==> src/rtl/ramp_pkg.sv <==
// Shared types and width helpers for the soft-start ramp controller.
package ramp_pkg;

  typedef enum logic [1:0] {
    IDLE      = 2'd0,
    RAMP_UP   = 2'd1,
    RUN       = 2'd2,
    RAMP_DOWN = 2'd3
  } ramp_state_t;

  // Counter widths never drop below one bit, even for a modulus of 1.
  function automatic int clog2_min1(input int n);
    int w;
    w = $clog2(n);
    return (w < 1) ? 1 : w;
  endfunction

  function automatic int max2(input int a, input int b);
    return (a > b) ? a : b;
  endfunction

endpackage

==> src/rtl/ramp_tick_gen.sv <==
// Dwell prescaler: emits one tick every PRESC_DIV enabled clock cycles.
module ramp_tick_gen
  import ramp_pkg::*;
#(
  parameter int PRESC_DIV = 4
) (
  input  logic clk,
  input  logic rst_n,
  input  logic ena,
  input  logic clr,
  output logic tick
);

  localparam int PW = clog2_min1(PRESC_DIV);
  localparam logic [PW-1:0] PRESC_LAST = PW'(PRESC_DIV - 1);

  logic [PW-1:0] presc_cnt;

  assign tick = ena && (presc_cnt == PRESC_LAST);

  // clr wins over ena so an emergency stop restarts the prescaler even while frozen.
  always_ff @(posedge clk) begin
    if (!rst_n) begin
      presc_cnt <= '0;
    end else if (clr || tick) begin
      presc_cnt <= '0;
    end else if (ena) begin
      presc_cnt <= presc_cnt + PW'(1);
    end
  end

endmodule

==> src/rtl/ramp_soft_start_ctrl.sv <==
// Soft-start motor ramp controller: steps a speed level up to NUM_STEPS and back
// down with a programmable per-step dwell, emergency stop and run-enable freeze.
module ramp_soft_start_ctrl
  import ramp_pkg::*;
#(
  parameter int NUM_STEPS  = 3,
  parameter int PRESC_DIV  = 4,
  parameter int DWELL_FAST = 2,
  parameter int DWELL_SLOW = 5
) (
  input  logic                               clk,
  input  logic                               rst_n,
  input  logic                               ena,
  input  logic                               start,
  input  logic                               stop,
  input  logic                               estop,
  input  logic                               mode,
  output logic [NUM_STEPS-1:0]               step_oh,
  output logic [$clog2(NUM_STEPS+1)-1:0]     level,
  output logic                               busy,
  output logic                               at_speed,
  output logic                               done,
  output logic                               fault
);

  localparam int LW = $clog2(NUM_STEPS + 1);
  localparam int DW = clog2_min1(max2(DWELL_FAST, DWELL_SLOW));
  localparam logic [LW-1:0] TOP_LEVEL = LW'(NUM_STEPS);
  localparam logic [DW-1:0] FAST_LAST = DW'(DWELL_FAST - 1);
  localparam logic [DW-1:0] SLOW_LAST = DW'(DWELL_SLOW - 1);

  ramp_state_t   state, state_n;
  logic [LW-1:0] level_n;
  logic          mode_r, mode_n;
  logic          fault_n, done_n;
  logic          tick, expire, clr;
  logic [DW-1:0] dwell_cnt;

  ramp_tick_gen #(.PRESC_DIV(PRESC_DIV)) u_tick_gen (
    .clk   (clk),
    .rst_n (rst_n),
    .ena   (ena),
    .clr   (clr),
    .tick  (tick)
  );

  assign expire = tick && (dwell_cnt == (mode_r ? FAST_LAST : SLOW_LAST));

  // Priority is estop > stop > start > dwell expiry; everything but estop waits on ena.
  always_comb begin
    state_n = state;
    level_n = level;
    mode_n  = mode_r;
    fault_n = fault;
    done_n  = 1'b0;
    if (estop) begin
      state_n = IDLE;
      level_n = '0;
      fault_n = 1'b1;
    end else if (ena) begin
      unique case (state)
        IDLE: begin
          if (start && !stop) begin
            state_n = RAMP_UP;
            level_n = LW'(1);
            mode_n  = mode;
            fault_n = 1'b0;
          end
        end
        RAMP_UP: begin
          if (stop) begin
            state_n = RAMP_DOWN;
          end else if (expire) begin
            level_n = level + LW'(1);
            if (level_n == TOP_LEVEL) state_n = RUN;
          end
        end
        RUN: begin
          if (stop) state_n = RAMP_DOWN;
        end
        RAMP_DOWN: begin
          if (start && !stop) begin
            // Re-ramp from the top level has nowhere to climb, so it lands straight in RUN.
            mode_n  = mode;
            state_n = (level == TOP_LEVEL) ? RUN : RAMP_UP;
          end else if (expire) begin
            level_n = level - LW'(1);
            if (level_n == '0) begin
              state_n = IDLE;
              done_n  = 1'b1;
            end
          end
        end
        default: state_n = IDLE;
      endcase
    end
  end

  assign clr = estop || (state_n != state) || (level_n != level);

  always_ff @(posedge clk) begin
    if (!rst_n) begin
      state  <= IDLE;
      level  <= '0;
      mode_r <= 1'b0;
      fault  <= 1'b0;
      done   <= 1'b0;
    end else begin
      state  <= state_n;
      level  <= level_n;
      mode_r <= mode_n;
      fault  <= fault_n;
      done   <= done_n;
    end
  end

  always_ff @(posedge clk) begin
    if (!rst_n) begin
      dwell_cnt <= '0;
    end else if (clr || expire) begin
      dwell_cnt <= '0;
    end else if (tick) begin
      dwell_cnt <= dwell_cnt + DW'(1);
    end
  end

  always_comb begin
    step_oh = '0;
    for (int i = 0; i < NUM_STEPS; i++) begin
      step_oh[i] = (level == LW'(i + 1));
    end
  end

  assign busy     = (state == RAMP_UP) || (state == RAMP_DOWN);
  assign at_speed = (state == RUN);

endmodule

==> config.mk <==
export PLATFORM = sky130hd
export DESIGN_NAME = ramp_soft_start_ctrl
export DESIGN_NICKNAME = d
export VERILOG_FILES = /design/src/rtl/ramp_pkg.sv /design/src/rtl/ramp_tick_gen.sv /design/src/rtl/ramp_soft_start_ctrl.sv
export SDC_FILE = /design/constraint.sdc
export NUM_CORES = 1
export LEC_CHECK = 0
export CORE_UTILIZATION = 25
export CTS_CLUSTER_SIZE = 40
export DETAILED_ROUTE_END_ITERATION = 6
export PLACE_DENSITY_LB_ADDON = 0.1
export SYNTH_ARGS = -nofsm -noshare
export SYNTH_HDL_FRONTEND = slang
export SYNTH_SLANG_ARGS = --single-unit
export TNS_END_PERCENT = 1
==> constraint.sdc <==
create_clock -name clk -period 3.6 [get_ports clk]
set_clock_uncertainty 0.2 [all_clocks]
set_input_delay 0.9 -clock clk [delete_from_list [all_inputs] [get_ports clk]]
set_output_delay 0.9 -clock clk [all_outputs]
set_load 0.01 [all_outputs]
==> impl_metrics.env <==
export IMPL_pin_count=16
export IMPL_initial_core_util=0.266
export IMPL_place_detailed_hpwl_um=2190
export IMPL_grt_start_max_net_pins=13
export IMPL_cts_tree="built"
export IMPL_synth_fa_ha_area_frac=0.103
export IMPL_floorplan_die_width_um=68.0
export IMPL_number_of_vias_after_detailed_routing=1018
export IMPL_synth_sequential_area_ratio=0.221
export IMPL_cp_data_required_time_ns=2.50
export IMPL_worst_r2r_path_depth=8
export IMPL_design_core_area_um2=4090
export IMPL_wl_per_cell_um=14.2
export IMPL_ys_warn_count=0
export IMPL_syn_area_per_cell_um2=8.18
export IMPL_achievable_frequency_ghz=0.326
export IMPL_synth_mux_area_fraction=0.0276
export IMPL_place_congestion=0.763
export IMPL_power_density_nw_per_um2=249
export IMPL_largest_family_of_logic_cells_by_synthesized_area="simple AND/OR/NAND/NOR gates"
export IMPL_grt_first_pass_wirelength_um=4910
export IMPL_clockBufferDepth=2
export IMPL_die_height_um=68.0
export IMPL_timing_max_cap_violations=0
export IMPL_critPathKind="flop to primary output"
export IMPL_grtUsageTotal=0.140
export IMPL_num_rows=23
export IMPL_route_final_wire_length_um=2820
export IMPL_worst_slew_pin_transition_ns=0.376
export IMPL_via_per_inst=5.12
export IMPL_synth_enable_flop_cells=0
export IMPL_synthDominantCellAreaShare=0.221
export IMPL_cts_root_buffer_cell="sky130_fd_sc_hd__clkbuf_8"
export IMPL_ys_top_cells_by_area="sky130_fd_sc_hd__dfxtp_1 (22%), sky130_fd_sc_hd__ha_1 (10%), sky130_fd_sc_hd__nor3_1 (4.1%)"
export IMPL_outcome="complete, no violations"
export IMPL_r2r_start="state[1]"
export IMPL_cts_hold_repair_buffers=0
export IMPL_setup_worst_path_start_class="flop"
export IMPL_crit_path_end_kind="primary output"
export IMPL_fraction_of_final_layout_cells_sized_beyond_drive_strength_1=0.128
export IMPL_slew_violations=0
export IMPL_design_final_nets=166
export IMPL_cp_data_arrival_time_ns=1.97
export IMPL_synthesis_nets=149
export IMPL_worst_setup_hold_path_clk_slew_ns=0.05
export IMPL_cts_htree_levels=1
export IMPL_nFillCells=436
export IMPL_clk_latency_ns=0.24
export IMPL_full_die_area_um2=4620
export IMPL_report_final_hold_viol_count=0
export IMPL_vdd_ir_drop_worst_mv=0.148
export IMPL_synth_simple_gate_area_frac=0.325
export IMPL_cts_repair_timing_setup_buffer_count=0
export IMPL_cts_buffers_inserted=3
export IMPL_setup_total_negative_slack_ns=0
export IMPL_most_common_flop_cell_mapped_by_yosys="sky130_fd_sc_hd__dfxtp_1"
export IMPL_maxSlewHeadroom=0.748
export IMPL_crit_path_start="state[1]"
export IMPL_yosys_cell_types_count=50
export IMPL_r2r_end="dwell_cnt[1]"
export IMPL_synth_instances=133
export IMPL_regToRegSetupSlack_ns=1.22
export IMPL_finalPower_mw=0.331
export IMPL_min_clock_period_post_route_ns=3.07
export IMPL_tritoncts_num_sinks=12
export IMPL_mappedNetlistArea_um2=1090
export IMPL_io_buffer_count=15
export IMPL_drt_pass1_iterations=4
export IMPL_area_growth_synth_to_final_pct=22.0
export IMPL_yosys_register_bits=12
export IMPL_hold_path_class="flop to flop"
export IMPL_remaining_design_rule_violation_count=0
export IMPL_initial_antenna_violation_count=0
export IMPL_cts_repair_resizes=0
export IMPL_worstPathMaxFanout=12
export IMPL_async_reset_ff_frac=0
export IMPL_yosys_area_share_xor_xnor=0.0161
export IMPL_ant_nets=0
export IMPL_detail_route_iter0_violations=36
export IMPL_synth_compound_area_frac=0.243
export IMPL_yosys_area_top_type="sky130_fd_sc_hd__dfxtp_1"
export IMPL_grt_pass1_vias=981
export IMPL_rsz0062_at_grt="false"
export IMPL_grt_remaining_overflow=0
export IMPL_static_leakage_power_nw=0.482
export IMPL_antenna_cells=0
export IMPL_endpoint="busy"
export IMPL_setup_viol=0
export IMPL_final_period_utilization=0.852
## power by group
group	switching, mW	internal (mW)
clock network	0.0500	0.0966
registers	0.00222	0.135
logic	0.0258	0.0214
total	0.0779	0.253
## how the worst min path moves through the flow
stage / startpoint / to / slack, ns / cells past startpoint
finish: fault / fault / 0.33 / 2
global route: u_tick_gen.presc_cnt[1] / u_tick_gen.presc_cnt[1] / 0.37 / 2
CTS: u_tick_gen.presc_cnt[1] / u_tick_gen.presc_cnt[1] / 0.34 / 2
detailed placement: fault / fault / 0.32 / 2
global placement: fault / fault / 0.31 / 2
floorplan: u_tick_gen.presc_cnt[1] / u_tick_gen.presc_cnt[1] / 0.30 / 2
## critical path: stages (launching register included)
cell	delay (ns)
sky130_fd_sc_hd__dfxtp_1	0.46
sky130_fd_sc_hd__inv_1	0.12
sky130_fd_sc_hd__ha_1	0.33
sky130_fd_sc_hd__or2_2	0.33
sky130_fd_sc_hd__clkdlybuf4s50_1	0.48
## registers in the layout, summed over array words and instances (netlist names)
register and flops:
done 1, u_tick_gen.presc_cnt 2, mode_r 1, level 2
fault 1, dwell_cnt 3, state 2
## Yosys cell counts (2+ instances only)
cell	count
sky130_fd_sc_hd__o21ai_0	5
sky130_fd_sc_hd__nand3b_1	2
sky130_fd_sc_hd__inv_1	6
sky130_fd_sc_hd__a31oi_1	2
sky130_fd_sc_hd__nand2_1	11
sky130_fd_sc_hd__ha_1	9
sky130_fd_sc_hd__nor3_1	9
sky130_fd_sc_hd__nand3_1	5
sky130_fd_sc_hd__nor2_1	10
sky130_fd_sc_hd__nand2b_1	4
sky130_fd_sc_hd__mux2i_1	3
sky130_fd_sc_hd__dfxtp_1	12
sky130_fd_sc_hd__clkbuf_1	2
sky130_fd_sc_hd__a21oi_1	6
sky130_fd_sc_hd__nor2b_1	3
sky130_fd_sc_hd__o21ai_1	2
sky130_fd_sc_hd__nand4_1	2
sky130_fd_sc_hd__and2b_1	2
sky130_fd_sc_hd__xor2_1	2
sky130_fd_sc_hd__nor4_1	6
## through the flow
step / cell area (µm²) / hold slack, ns / setup WS, ns / instances / utilization
2_1_floorplan: 1090 / 0.295 / 1.18 / 133 / -
3_3_place_gp: 1270 / 0.315 / 0.399 / 195 / 0.311
3_5_place_dp: 1270 / 0.319 / 0.535 / 195 / 0.311
4_1_cts: 1330 / 0.335 / 0.506 / 199 / 0.325
5_1_grt: 1330 / 0.370 / 0.374 / 199 / 0.325
6_report: 1330 / 0.326 / 0.532 / 199 / 0.325
## cell type report
type,instances,area [µm²],share of cell area
timing repair buffer,17,165,0.124
multi-input combinational,109,778,0.586
tap,50,62.6,0.0471
inverter,7,26.3,0.0198
clock buffer,4,55.1,0.0415
sequential,12,240,0.181
## routing by layer
metal | GRT usage | part of all wire
met3 | 0.0300 | 0.038
met4 | 0.0156 | 0.0035
met1 | 0.205 | 0.51
met2 | 0.213 | 0.45
met5 | 0 | 0
## cell families (layout without fill, tap and decap cells)
group | Yosys count | in the layout
AND/OR/NAND/NOR | 62 | 62
flip-flops | 12 | 12
XOR/XNOR | 2 | 2
buffers and inverters | 12 | 28
adder cells (fa/ha/maj) | 9 | 9
multiplexers | 3 | 3
AO/OA/AOI/OAI | 33 | 33
## cell usage in the layout, fill, tap and decap left out, types with 2 or more instances in the layout
cell type                         Yosys  layout
sky130_fd_sc_hd__nor3_1               9       9
sky130_fd_sc_hd__nand2_1             11      11
sky130_fd_sc_hd__nor2b_1              3       3
sky130_fd_sc_hd__nor2_1              10      10
sky130_fd_sc_hd__clkdlybuf4s50_1      0      15
sky130_fd_sc_hd__o21ai_0              5       5
sky130_fd_sc_hd__buf_4                0       2
sky130_fd_sc_hd__and2b_1              2       2
sky130_fd_sc_hd__nand2b_1             4       4
sky130_fd_sc_hd__a21oi_1              6       6
sky130_fd_sc_hd__a31oi_1              2       2
sky130_fd_sc_hd__nor4_1               6       6
sky130_fd_sc_hd__o21ai_1              2       2
sky130_fd_sc_hd__nand3b_1             2       2
sky130_fd_sc_hd__mux2i_1              3       3
sky130_fd_sc_hd__clkbuf_8             0       4
sky130_fd_sc_hd__nand3_1              5       5
sky130_fd_sc_hd__ha_1                 9       9
sky130_fd_sc_hd__xor2_1               2       2
sky130_fd_sc_hd__dfxtp_1             12      12
sky130_fd_sc_hd__nand4_1              2       2
sky130_fd_sc_hd__inv_1                6       6
Note: power is estimated with default switching activity, not from simulation.
